### config.mk
export PLATFORM = sky130hd
export DESIGN_NAME = maze_path_solver_flat
export DESIGN_NICKNAME = d
export VERILOG_FILES = /design/src/rtl/maze_path_solver_pkg.sv /design/src/rtl/maze_path_solver_if.sv /design/src/rtl/maze_path_solver_stack.sv /design/src/rtl/maze_path_solver.sv /design/src/flat_wrapper.sv
export SDC_FILE = /design/constraint.sdc
export NUM_CORES = 1
export LEC_CHECK = 0
export BUFFER_PORTS_ARGS = -buffer_cell sky130_fd_sc_hd__buf_2
export CORE_ASPECT_RATIO = 1.2
export CORE_UTILIZATION = 40
export CTS_CLUSTER_DIAMETER = 120
export DETAILED_ROUTE_END_ITERATION = 12
export GPL_TIMING_DRIVEN = 0
export HOLD_SLACK_MARGIN = 0.06
export SYNTH_ARGS = -nofsm -noshare
export SYNTH_HDL_FRONTEND = slang
export SYNTH_SLANG_ARGS = --single-unit
### constraint.sdc
create_clock -name clk -period 9.25 [get_ports clk]
set_input_delay 1.85 -clock clk [delete_from_list [all_inputs] [get_ports clk]]
set_output_delay 1.85 -clock clk [all_outputs]
set_load 0.02 [all_outputs]
### src/rtl/maze_path_solver_pkg.sv
// Shared types for the maze solver: FSM states, cell coordinates and corner cells.
package maze_pkg;

   typedef enum logic [2:0] {IDLE, LOAD, CHECK, SEARCH, OUTPUT, FAIL} state_t;

   // Coordinate fields are sized for the largest legal maze (N=16).
   localparam int CW = 4;

   typedef struct packed {
      logic [CW-1:0] row;
      logic [CW-1:0] col;
   } coord_t;

   function automatic coord_t start_cell(input int n);
      coord_t c;
      c.row = '0;
      c.col = CW'(n - 1);
      return c;
   endfunction

   function automatic coord_t goal_cell(input int n);
      coord_t c;
      c.row = CW'(n - 1);
      c.col = '0;
      return c;
   endfunction

endpackage

### src/rtl/maze_path_solver_if.sv
// Maze row input and path beat output of the solver.
interface maze_path_solver_if #(parameter int N = 8);

   localparam int RW = $clog2(N);

   logic          in_valid;
   logic [N-1:0]  maze;
   logic          busy;
   logic          out_valid;
   logic [RW-1:0] out_row;
   logic [RW-1:0] out_col;
   logic          out_last;
   logic          no_path;

   modport master (
      output in_valid, maze,
      input  busy, out_valid, out_row, out_col, out_last, no_path
   );

   modport slave (
      input  in_valid, maze,
      output busy, out_valid, out_row, out_col, out_last, no_path
   );

endinterface

### src/rtl/maze_path_solver_stack.sv
// Coordinate LIFO holding the current DFS path; zero-latency top and indexed read.
module maze_path_stack
   import maze_pkg::*;
#(
   parameter int PD  = 15,
   parameter int SPW = $clog2(PD + 1)
) (
   input  logic           clk,
   input  logic           rst_n,
   input  logic           clear,
   input  logic           push,
   input  logic           pop,
   input  coord_t         push_dat,
   output coord_t         top,
   output logic [SPW-1:0] sp,
   input  logic [SPW-1:0] rd_idx,
   output coord_t         rd_dat
);

   coord_t         mem [PD];
   logic [SPW-1:0] base;

   // A clear in the same cycle as a push restarts the stack with that entry.
   assign base = clear ? '0 : sp;

   always_ff @(posedge clk or negedge rst_n) begin
      if (!rst_n) begin
         sp <= '0;
      end else if (push) begin
         sp <= base + SPW'(1);
      end else if (pop) begin
         sp <= base - SPW'(1);
      end else begin
         sp <= base;
      end
   end

   always_ff @(posedge clk) begin
      if (push) begin
         mem[base] <= push_dat;
      end
   end

   assign top    = (sp == '0) ? '0 : mem[sp - SPW'(1)];
   assign rd_dat = (rd_idx < SPW'(PD)) ? mem[rd_idx] : '0;

endmodule

### src/rtl/maze_path_solver.sv
// Rat-in-a-maze DFS from (0,N-1) to (N-1,0); first beat one cycle after goal found.
// No backpressure: path streams one cell per cycle, in_valid ignored once loaded.
module maze_path_solver
   import maze_pkg::*;
#(
   parameter int N = 8
) (
   input  logic              clk,
   input  logic              rst_n,
   maze_path_solver_if.slave bus
);

   localparam int RW  = $clog2(N);
   localparam int PD  = 2 * N - 1;
   localparam int SPW = $clog2(PD + 1);
   localparam int SCW = $clog2(2 * N * N + 2);
   localparam coord_t START = start_cell(N);
   localparam coord_t GOAL  = goal_cell(N);

   state_t         state;
   logic [N-1:0]   maze_q [N];
   logic [N-1:0]   dead_q [N];
   logic [RW-1:0]  row_cnt;
   logic [SPW-1:0] out_idx;
   logic [SCW-1:0] search_cnt;

   logic          busy_q;
   logic          out_valid_q;
   logic [RW-1:0] out_row_q;
   logic [RW-1:0] out_col_q;
   logic          out_last_q;
   logic          no_path_q;

   coord_t         top;
   coord_t         rd_dat;
   coord_t         push_dat;
   logic           push;
   logic           pop;
   logic           clear;
   logic [SPW-1:0] sp;

   logic [RW-1:0] r;
   logic [RW-1:0] c;
   logic [RW-1:0] r_dn;
   logic [RW-1:0] c_lf;
   logic          at_goal;
   logic          down_ok;
   logic          left_ok;
   logic          ends_ok;

   maze_path_stack #(.PD(PD)) u_stack (
      .clk      (clk),
      .rst_n    (rst_n),
      .clear    (clear),
      .push     (push),
      .pop      (pop),
      .push_dat (push_dat),
      .top      (top),
      .sp       (sp),
      .rd_idx   (out_idx),
      .rd_dat   (rd_dat)
   );

   always_comb begin
      r        = RW'(top.row);
      c        = RW'(top.col);
      r_dn     = r + RW'(1);
      c_lf     = c - RW'(1);
      at_goal  = (top == GOAL);
      // Boundary tests gate the neighbour lookup so wrapped indices never matter.
      down_ok  = (top.row < CW'(N - 1)) && maze_q[r_dn][c] && !dead_q[r_dn][c];
      left_ok  = (top.col != '0) && maze_q[r][c_lf] && !dead_q[r][c_lf];
      ends_ok  = maze_q[0][N-1] && maze_q[N-1][0];
      clear    = (state == CHECK);
      push     = 1'b0;
      pop      = 1'b0;
      push_dat = START;
      if (state == CHECK) begin
         push = ends_ok;
      end else if (state == SEARCH && !at_goal) begin
         if (down_ok) begin
            push     = 1'b1;
            push_dat = '{row: CW'(r_dn), col: top.col};
         end else if (left_ok) begin
            push     = 1'b1;
            push_dat = '{row: top.row, col: CW'(c_lf)};
         end else begin
            pop = 1'b1;
         end
      end
   end

   always_ff @(posedge clk or negedge rst_n) begin
      if (!rst_n) begin
         state       <= IDLE;
         row_cnt     <= '0;
         out_idx     <= '0;
         search_cnt  <= '0;
         busy_q      <= 1'b0;
         out_valid_q <= 1'b0;
         out_row_q   <= '0;
         out_col_q   <= '0;
         out_last_q  <= 1'b0;
         no_path_q   <= 1'b0;
         for (int i = 0; i < N; i++) begin
            maze_q[i] <= '0;
            dead_q[i] <= '0;
         end
      end else begin
         out_valid_q <= 1'b0;
         out_row_q   <= '0;
         out_col_q   <= '0;
         out_last_q  <= 1'b0;
         no_path_q   <= 1'b0;
         case (state)
            IDLE: begin
               if (bus.in_valid) begin
                  maze_q[0] <= bus.maze;
                  row_cnt   <= RW'(1);
                  busy_q    <= 1'b1;
                  state     <= LOAD;
               end
            end
            LOAD: begin
               if (bus.in_valid) begin
                  maze_q[row_cnt] <= bus.maze;
                  if (row_cnt == RW'(N - 1)) begin
                     state <= CHECK;
                  end else begin
                     row_cnt <= row_cnt + RW'(1);
                  end
               end else begin
                  busy_q <= 1'b0;
                  state  <= IDLE;
               end
            end
            CHECK: begin
               for (int i = 0; i < N; i++) begin
                  dead_q[i] <= '0;
               end
               out_idx    <= '0;
               search_cnt <= '0;
               if (ends_ok) begin
                  state <= SEARCH;
               end else begin
                  out_valid_q <= 1'b1;
                  out_last_q  <= 1'b1;
                  no_path_q   <= 1'b1;
                  state       <= FAIL;
               end
            end
            SEARCH: begin
               search_cnt <= search_cnt + SCW'(1);
               if (at_goal) begin
                  out_valid_q <= 1'b1;
                  out_row_q   <= RW'(rd_dat.row);
                  out_col_q   <= RW'(rd_dat.col);
                  out_last_q  <= (out_idx == sp - SPW'(1));
                  out_idx     <= out_idx + SPW'(1);
                  state       <= OUTPUT;
               end else if (!down_ok && !left_ok) begin
                  dead_q[r][c] <= 1'b1;
                  if (sp == SPW'(1)) begin
                     out_valid_q <= 1'b1;
                     out_last_q  <= 1'b1;
                     no_path_q   <= 1'b1;
                     state       <= FAIL;
                  end
               end
            end
            OUTPUT: begin
               if (out_idx == sp) begin
                  busy_q <= 1'b0;
                  state  <= IDLE;
               end else begin
                  out_valid_q <= 1'b1;
                  out_row_q   <= RW'(rd_dat.row);
                  out_col_q   <= RW'(rd_dat.col);
                  out_last_q  <= (out_idx == sp - SPW'(1));
                  out_idx     <= out_idx + SPW'(1);
               end
            end
            FAIL: begin
               busy_q <= 1'b0;
               state  <= IDLE;
            end
            default: state <= IDLE;
         endcase
      end
   end

   // Each cell is pushed and popped at most once, so DFS must finish within 2*N*N cycles.
   always @(posedge clk) begin
      if (rst_n && state == SEARCH) begin
         assert (int'(search_cnt) < 2 * N * N);
      end
   end

   assign bus.busy      = busy_q;
   assign bus.out_valid = out_valid_q;
   assign bus.out_row   = out_row_q;
   assign bus.out_col   = out_col_q;
   assign bus.out_last  = out_last_q;
   assign bus.no_path   = no_path_q;

endmodule
### src/flat_wrapper.sv
// flat-port wrapper written by rule: the top's interface ports become plain ports
module maze_path_solver_flat import maze_pkg::*;
#(
   parameter int N = 8
)
  (clk, rst_n, bus_in_valid, bus_maze, bus_busy, bus_out_valid, bus_out_row, bus_out_col, bus_out_last, bus_no_path);
  maze_path_solver_if #(.N(N)) bus_i ();
  input  logic clk;
  input  logic rst_n;
  input wire logic [$bits(bus_i.in_valid)-1:0] bus_in_valid;
  input wire logic [$bits(bus_i.maze)-1:0] bus_maze;
  output wire logic [$bits(bus_i.busy)-1:0] bus_busy;
  output wire logic [$bits(bus_i.out_valid)-1:0] bus_out_valid;
  output wire logic [$bits(bus_i.out_row)-1:0] bus_out_row;
  output wire logic [$bits(bus_i.out_col)-1:0] bus_out_col;
  output wire logic [$bits(bus_i.out_last)-1:0] bus_out_last;
  output wire logic [$bits(bus_i.no_path)-1:0] bus_no_path;
  assign bus_i.in_valid = bus_in_valid;
  assign bus_i.maze = bus_maze;
  assign bus_busy = bus_i.busy;
  assign bus_out_valid = bus_i.out_valid;
  assign bus_out_row = bus_i.out_row;
  assign bus_out_col = bus_i.out_col;
  assign bus_out_last = bus_i.out_last;
  assign bus_no_path = bus_i.no_path;
  maze_path_solver #(.N(N)) u_core (.clk(clk), .rst_n(rst_n), .bus(bus_i));
endmodule
; After elaboration in Yosys (flattened, before gate mapping)
; Memory sizes are Yosys's and may differ from the RTL's.
; Cells that the tools add are included.
[totals]
register_bits = 152
mem_bits_rw = 120
out_inout_bits = 10
mem_count = 1
[classes]
addsub = 7
order_cmp = 10
n_eq_ne = 22
muxes = 88
bitwise = 4
reduce_logical = 29
[mem_list]
columns = name, depth, word_bits, read_ports, rd_ports_with_merged_regs, wr, line
row1 = u_core.u_stack.mem, 15, 8, 2, 0, 1, maze_path_solver_stack.sv:20  ; coord_t mem [PD];
[ops]
columns = op, n
row1 = 64-bit 2-to-1 mux, 3
row2 = 8-bit 2-to-1 mux, 16
row3 = 64-bit one-hot mux with 2 select lines, 1
row4 = 8-bit binary-select mux with 3-bit select, 4
row5 = 64-bit bitwise mux, 1
row6 = 64-bit bitwise OR, 1
row7 = 8-bit demux with 3-bit select, 2
row8 = 3-bit 2-to-1 mux, 14
row9 = 1-bit 2-to-1 mux, 26
row10 = 4-bit 2-to-1 mux, 5
row11 = 3-bit one-hot mux with 2 select lines, 3
row12 = 8-bit one-hot mux with 2 select lines, 1
row13 = 3-bit one-hot mux with 5 select lines, 1
row14 = 1-bit binary-select mux with 3-bit select, 4
row15 = "4-bit greater-or-equal comparator, second input constant", 3
row16 = "2-bit inequality test, second input constant", 6
row17 = 3-bit inverter with 4-bit output, 3
row18 = 4-bit one-hot mux with 3 select lines, 1
row19 = 1-bit logical AND, 10
row20 = "3-bit equality test, second input constant", 3
row21 = 3-bit AND reduction, 3
row22 = "4-bit by 1-bit adder with 4-bit output, second input constant", 2
row23 = 4-bit equality test, 2
row24 = "8-bit by 7-bit equality test with 1-bit output, second input constant", 1
row25 = 28 further kinds, 44

; Longest topological paths before layout
; Gate-level depths: netlist of the first run.
; An unclocked memory read counts as a cell.
[depth]
word_depth = 17
depth_mapped = 28

; By module
; Synthesis of the first run repeated with hierarchy kept, for this count alone.
[unflattened]
cells_unflattened = 1145
area_unflattened_um2 = 14599.0
[by_module_without_submodules]
columns = module, n_inst, cells_each, area_per_inst_um2
row1 = maze_path_solver, 1, 788, 8448.1
row2 = maze_path_stack, 1, 357, 6150.9

; Worst setup path after synthesis of the first run
; OpenSTA, ideal clock, no wires.
[synth_timing]
path_kind = register to register
startpoint = register u_core.u_stack.sp[0]
endpoint = memory u_core.u_stack.mem[0][5] (netlist name), data pin
setup_ns = 0.473
t_arrival_ns = 6.437
required_ns = 8.777
slack_ns = 2.340
path_stages_with_launch = 26
path_buffers = 10
period_less_slack_ns = 6.910
cell_sequence = dfrtp_1 > buf_6 > buf_4 > inv_1 > ha_1 > buf_2 > mux4_2 > mux2_2 > a21boi_4 > nor2_8 > inv_2 > buf_2 > buf_2 > buf_1 > ha_1 > clkbuf_1 > buf_1 > clkbuf_1 > nand3_1 > o311ai_0 > o311ai_0 > a311oi_1 > nand3_1 > and2_1 > buf_6 > a2111oi_0
[synth_rtl]
columns = item, line
row1 = from (decl), maze_path_solver_stack.sv:15  ; output logic [SPW-1:0] sp,
row2 = from (signal assigned), maze_path_solver_stack.sv:30  ; sp <= base + SPW'(1);
row3 = from (signal assigned), maze_path_solver_stack.sv:32  ; sp <= base - SPW'(1);
row4 = from (signal assigned), maze_path_solver_stack.sv:34  ; sp <= base;
row5 = to (decl), maze_path_solver_stack.sv:20

; Final worst setup path of the first run
[layout_timing]
startpoint = register u_core.u_stack.sp[0]
endpoint = memory u_core.u_stack.mem[1][2] (netlist name) (enable)
[layout_between]
elab_chain_len = 17
elab_cells_between_ends = 46
cone_classes = 3 x add/sub / 1 x order compare / 1 x eq/ne / 28 x mux / 2 x bitwise / 10 x reduce/logical / 1 x memory
[layout_rtl]
columns = item, line
row1 = 4-bit by 1-bit subtractor with 4-bit output, maze_path_solver_stack.sv:44  ; assign top = (sp == '0) ? '0 : mem[sp - SPW'(1)];
row2 = memory read 15 x 8 bit, -
row3 = 8-bit 2-to-1 mux, maze_path_solver_stack.sv:44
row4 = 3-bit by 1-bit adder with 3-bit output or 3-bit inverter with 4-bit output (tied branches), "maze_path_solver.sv:67, maze_path_solver.sv:72"
row5 = 3-bit inverter with 4-bit output (implied by the code) or 8-bit binary-select mux with 3-bit select (tied branches), "maze_path_solver.sv:71, maze_path_solver.sv:72"
row6 = 8-bit binary-select mux with 3-bit select or 8-bit 2-to-1 mux (tied branches), "maze_path_solver.sv:71, maze_path_solver.sv:72"
row7 = "8-bit 2-to-1 mux, on equally long branches", "maze_path_solver.sv:71, maze_path_solver.sv:72"
row8 = 8-bit 2-to-1 mux (implied by the code) or 1-bit binary-select mux with 3-bit select (tied branches), "maze_path_solver.sv:71, maze_path_solver.sv:72"
row9 = 1-bit binary-select mux with 3-bit select or 1-bit 2-to-1 mux (tied branches), "maze_path_solver.sv:71, maze_path_solver.sv:72"
row10 = 1-bit 2-to-1 mux (implied by the code) (tied with other cells), maze_path_solver.sv:71  ; down_ok = (top.row < CW'(N - 1)) && maze_q[r_dn][c] && !dead_q[r_dn][c];
row11 = 1-bit logical AND (tied with other cells), maze_path_solver.sv:71
row12 = 1-bit logical AND or 1-bit 2-to-1 mux (tied branches), "maze_path_solver.sv:71, maze_path_solver.sv:84"
row13 = 1-bit 2-to-1 mux, maze_path_solver.sv:81  ; if (down_ok) begin
row14 = 1-bit 2-to-1 mux, maze_path_solver.sv:80  ; end else if (state == SEARCH && !at_goal) begin
row15 = 1-bit 2-to-1 mux, maze_path_solver.sv:78  ; if (state == CHECK) begin
row16 = 1-bit 2-to-1 mux, maze_path_solver_stack.sv:39  ; if (push) begin
row17 = 1-bit 2-to-1 mux (implied by the code), maze_path_solver_stack.sv:40  ; mem[base] <= push_dat;
; Parallel ways exist; a longest one is shown, timed or not. The select of a mux whose other input is x is not followed.

==> metrics, run 1 <==
critical setup path kind reg -> reg; slew of the pin with the lowest slew margin roughly 1.4 ns; Worst-path clk slew roughly 0.06 ns; synth warn 0; DR vias just over 10000; TritonCTS clock tree yes; ys async rst share roughly 56%; row count 74; DRC violations left 0; All-Layer GR Usage 25.1%; largest net degree at the start of global routing 86; startpoint class of the critical path flop; Routed Antenna Nets 0; status finished, final reports clean; max_cap viols 0; I/O pin total 21; maximum clock rate approximately 0.11 GHz; Num CTS Buffers 31; Die Y 208 um; smallest hold slack 0.469 ns; CP Capture Type flop; PwrDens ~320 nW/um^2; Final Hold Vio Count 0; post-CTS setup repair buffer count 0; post-cts sizing count 0; Via density 6.05; clk_lat worst skew 0.57 ns; slowest stage cell, crit path nor2_1; Finished Layout Cells 1692; Synth area leaders dfrtp_1, edfxtp_1, mux4_2; Clock Sink Count roughly 270; Cells after Synth 1155; area grow syn2layout 12.9%; dpl hpwl between 30 and 40 mm; initial antenna violation count 0; cell count after placement 1636; final instance area ~16000 um^2; Core Area 34400 um^2; Syn Nets about 1200; # fillers between 3000 and 4000; Avg Cell Area, Syn 12.2 um^2; Tot Pwr 5.06 mW; Final period util a little over nine tenths; P_leak 6.05 nW; Fin Clk Skew 0.0108 ns; worst endpoint required time around 9.4 ns; share of cells above drive strength 1 a little over a fifth; Peak VDD IR 0.237 mV; Post-synth EDFFs 120; most common cell after layout, fill and taps aside dfrtp_1; Final Max Tran Viols 0; post-route minimum period 8.94 ns; diode count 0; Die ar. 36000 um^2; first-pass GRT wire length approximately 67 mm; H-tree levels 1; Hold Path Class reg -> reg; Root Buffer clkbuf_16; Total Wirelength 44.6 mm; Die X 173 um; vias in the first global route 10400; placed cell area approximately 15000 um^2; Synth area leader dfrtp_1; drt pass-1 iters 5; Net count, final 1237; RSZ-0062 raised after global routing no; register area share after synthesis 52.6%; Initial Util 41.0%; Yosys cell types 78; crit path max fanout 10; total grt overflow 0; max incr delay on CP 0.93 ns; initial drt markers ~990; Clock Tree Buf Depth 3; Slew HR 9.57%; gpl congestion 0.980; commonest non-fill, non-tap cells in the layout dfrtp_1, nand2_1, edfxtp_1; Synth Register Bits 272; number of port buffers 20; Final setup viols 0; mapped cell area 14100 um^2; Main synth FF type dfrtp_1; # hold bufs at CTS 0; Top cell by count, worst path buf_2; WL/cell between 20 and 30 um; top-area cell type share of the netlist area 27.0%; crit path DAT 9.12 ns
-- cell families after synthesis --
logic type | count (synthesis) | synth area share [%]
AO/OA/AOI/OAI | 243 | 11.7
XOR/XNOR | 14 | 0.870
buffers and inverters | 97 | 3.19
AND/OR/NAND/NOR | 344 | 12.4
flip-flops | 272 | 52.6
adder cells (fa/ha/maj) | 13 | 1.15
multiplexers | 172 | 18.2
-- cell usage after synthesis (all sizes together), types with 6 or more instances --
master   count
nand3b       8
o32ai        7
buf         33
ha          13
edfxtp     120
mux2        71
mux2i       41
a211oi      13
a221oi       6
a2111oi      7
nand2b      23
a21oi       34
nor3b       14
nor2        49
o211ai       6
dfrtp      152
a31oi        7
xnor2       10
a21o         7
nor3        20
o31ai       10
o21ai       85
and3        19
inv         32
clkbuf      32
nor2b       23
nand3       29
and4         6
nand2      131
o22ai        7
mux4        60
-- metrics by stage --
| stage | utilization [%] | setup slack, ns | TNS (ns) |
|---|---|---|---|
| 6_report | 46.3 | 0.308 | 0 |
| 3_5_place_dp | 43.2 | 0.445 | 0 |
| 5_1_grt | 46.3 | 0.0753 | 0 |
| 2_1_floorplan | - | 2.34 | 0 |
| 4_1_cts | 46.3 | 0.404 | 0 |
| 3_3_place_gp | 43.0 | -1.63 | -24.41 |
-- final timing paths --
kind,start,to,slack [ns],depth (start not counted)
setup / recovery,u_core.u_stack.sp[0],u_core.u_stack.mem[1][2],0.31,25
hold / removal,u_core.dead_q[52],u_core.dead_q[52],0.47,2
setup reg to reg,u_core.u_stack.sp[0],u_core.u_stack.mem[1][2],0.31,25
hold reg to reg,u_core.dead_q[52],u_core.dead_q[52],0.47,2
max in group asynchronous,rst_n,u_core.maze_q[43],7.14,2
min in group asynchronous,rst_n,u_core.maze_q[57],1.26,1
-- metal layers --
layer / global-route usage (%) / wire length (um) / vias to the layer above
met4: 11.8 / 2280 / 0
li1: - / - / 4518
met2: 42.0 / 21600 / 428
met5: 0 / 0 / -
met1: 31.9 / 17800 / 5164
met3: 3.94 / 2900 / 125
-- sequential cells by signal, indices dropped and copies added (netlist names) --
name,count
u_core.bus.out_row,3
u_core.state,3
u_core.bus.no_path,1
u_core.u_stack.sp,4
u_core.u_stack.mem,120
u_core.bus.out_valid,1
u_core.row_cnt,3
u_core.maze_q,64
u_core.dead_q,64
u_core.bus.out_col,3
u_core.bus.out_last,1
u_core.out_idx,4
u_core.bus.busy,1
-- cell type report --
cell class | instances | area, um^2 | share of cell area, %
clock buffer | 37 | 838 | 5.27
buffer | 65 | 330 | 2.08
timing repair buffer | 25 | 165 | 1.04
sequential | 272 | 7410 | 46.6
clock inverter | 19 | 213 | 1.34
tap | 456 | 571 | 3.59
multi-input combinational | 786 | 6260 | 39.4
inverter | 32 | 120 | 0.755
-- power by group --
part / internal [mW] / switching, mW
logic: 0.853 / 1.46
clock network: 0.754 / 0.504
registers: 1.39 / 0.100
-- critical path, delay by kind of cell (launching register included) --
| kind | cells | cell delay (ns) |
|---|---|---|
| flops | 1 | 0.36 |
| buf+inv | 11 | 3.69 |
| compound gates | 5 | 1.71 |
| xor+xnor | 1 | 0.42 |
| fa+ha+maj | 2 | 0.48 |
| simple gates | 6 | 1.82 |
No activity file was read; power rests on OpenSTA's default activity.
==> run 2, diff against run 1 <==
--- a/config.mk
+++ b/config.mk
@@ -14,4 +14,5 @@
 export HOLD_SLACK_MARGIN = 0.06
 export SYNTH_ARGS = -nofsm -noshare
 export SYNTH_HDL_FRONTEND = slang
+export SYNTH_HIERARCHICAL = 1
 export SYNTH_SLANG_ARGS = --single-unit
==> run 2 against run 1 <==
Global-route usage down 0.12 points; wire length up 0.82%; count of clock-buffer cells in the layout down 1; non-clock buffer count up 15; register-to-register slack better by 0.90 ns; final cell count down 1.6%; flip-flop and latch count unchanged; first-iteration DRC count down 12%; largest cell class unchanged.
==> metrics, run 2 <==
number of port buffers 20; Fin Clk Skew between 0.01 and 0.015 ns; DR vias 10300; crit path DAT 8.22 ns; H-tree levels 1; WL/cell 27.0 um; slowest stage cell, crit path nor2_1; met2 usage between 40% and 50%; Hold Path Class reg -> reg; max_cap viols 0; TritonCTS clock tree yes; post-route minimum period 8.04 ns; Largest Register u_core/u_stack/mem; DRC violations left 0; initial antenna violation count 0; Total Wirelength 45.0 mm; Slew HR ~21%; max incr delay on CP 0.80 ns; Die X between 150 and 200 um; most common cell after layout, fill and taps aside dfrtp_1; I/O pin total 21; area grow syn2layout 11.9%; drt pass-1 iters 6; Final Util 45.7%; Avg Cell Area, Syn about 13 um^2; first-pass GRT wire length 68.3 mm; share of cells above drive strength 1 21.6%; clk_lat worst skew 0.57 ns; largest net degree at the start of global routing 84; max FFs per register 120; post-cts sizing count 0; CP delay by family, top buffers and inverters; Clock Sink Count between 200 and 300; final setup TNS 0 ns; Clock Tree Buf Depth 3; Net count, final 1205; met3 Use GR approximately 3.3%; Routed Antenna Nets 0; initial drt markers 871; Final setup viols 0; Die ar. 36700 um^2; commonest non-fill, non-tap cells in the layout dfrtp_1, nand2_1, edfxtp_1; total grt overflow 0; critical setup path kind reg -> reg; Num CTS Buffers 29; Die Y approximately 210 um; Via density 6.17; Worst-path clk slew 0.07 ns; vias in the first global route about 11000; All-Layer GR Usage 25.0%; Syn Nets 1152; # fillers 3206; status finished, final reports clean; global route hottest layer met2; top flop regs u_core/u_stack/mem: 120 flops, u_core/dead_q: 64 flops, u_core/maze_q: 64 flops; startpoint class of the critical path flop; Cells after Synth about 1100; mapped cell area approximately 14000 um^2; RSZ-0062 raised after global routing no; CP Capture Type flop; maximum clock rate 0.124 GHz; post-CTS setup repair buffer count 0; Root Buffer clkbuf_16; # hold bufs at CTS 0; Final Hold Vio Count 0; worst endpoint required time 9.43 ns; GR Util met1 a little under a third; Core Area approximately 35000 um^2; gpl congestion 1.01; synth warn 6; crit path max fanout 10; crit path cell chain buf_6 -> buf_4 -> inv_1 -> ha_1 -> clkbuf_1 -> mux4_2 -> mux2i_1 -> a211oi_1 -> ha_1 -> buf_2 -> buf_2 -> buf_2 -> mux4_2 -> nand2_1 -> a21oi_1 -> nor4_1 -> nand3_4 -> nand2_2 -> buf_6 -> buf_6 -> o2bb2ai_1 -> clkbuf_1 -> nand2_1 -> nor2_1; Final Max Tran Viols 0; Initial Util 40.8%; slew of the pin with the lowest slew margin 1.19 ns; CP bufs+invs 10; diode count 0; Final period util 86.9%; dpl hpwl 32.3 mm; row count 75
[run 2: final cells by class]
| class | instances | area (um^2) | share of cell area [%] |
|---|---|---|---|
| repair buffers | 22 | 145 | 0.903 |
| clock buffers | 36 | 786 | 4.89 |
| inverters | 27 | 101 | 0.630 |
| flip-flops and latches | 272 | 7410 | 46.1 |
| multi-input cells | 745 | 6370 | 39.6 |
| clock inverters | 18 | 196 | 1.22 |
| plain buffers | 83 | 498 | 3.10 |
| well taps | 462 | 578 | 3.59 |
[run 2: worst min-delay path, stage by stage (launching register included)]
cell	delay [ns]
dfrtp_1	0.35
nand2_1	0.05
o41ai_1	0.06
[run 2: metal layers]
| layer | vias to the layer above | share of wire (%) |
|---|---|---|
| met5 | - | 0 |
| met4 | 0 | 4.9 |
| met3 | 122 | 5.2 |
| met2 | 391 | 51 |
| met1 | 5304 | 39 |
| li1 | 4460 | - |
[run 2: path summary, 6_finish.rpt]
check,startpoint,slack (ns),cells past startpoint,end
setup / recovery,u_core/u_stack/sp[0],1.21,24,u_core/u_stack/mem[0][0]
hold / removal,u_core/dead_q[38],0.49,2,u_core/dead_q[38]
setup reg to reg,u_core/u_stack/sp[0],1.21,24,u_core/u_stack/mem[0][0]
hold reg to reg,u_core/dead_q[38],0.49,2,u_core/dead_q[38]
max in group asynchronous,rst_n,7.07,2,u_core/maze_q[5]
min in group asynchronous,rst_n,1.37,1,u_core/dead_q[51]
[run 2: metrics by stage]
| stage | setup WS, ns | instance area [um^2] | cells | hold WS, ns |
|---|---|---|---|---|
| floorplan | 3.49 | 14400 | 1127 | 0.443 |
| global placement | 1.27 | 15000 | 1609 | 0.463 |
| detailed placement | 1.25 | 15100 | 1611 | 0.464 |
| CTS | 1.22 | 16100 | 1665 | 0.480 |
| global route | 0.735 | 16100 | 1665 | 0.507 |
| finish | 1.21 | 16100 | 1665 | 0.492 |
Power of run 2 is not shown: default switching activity piles up to over one toggle a cycle in this logic, so the estimate is an artifact.
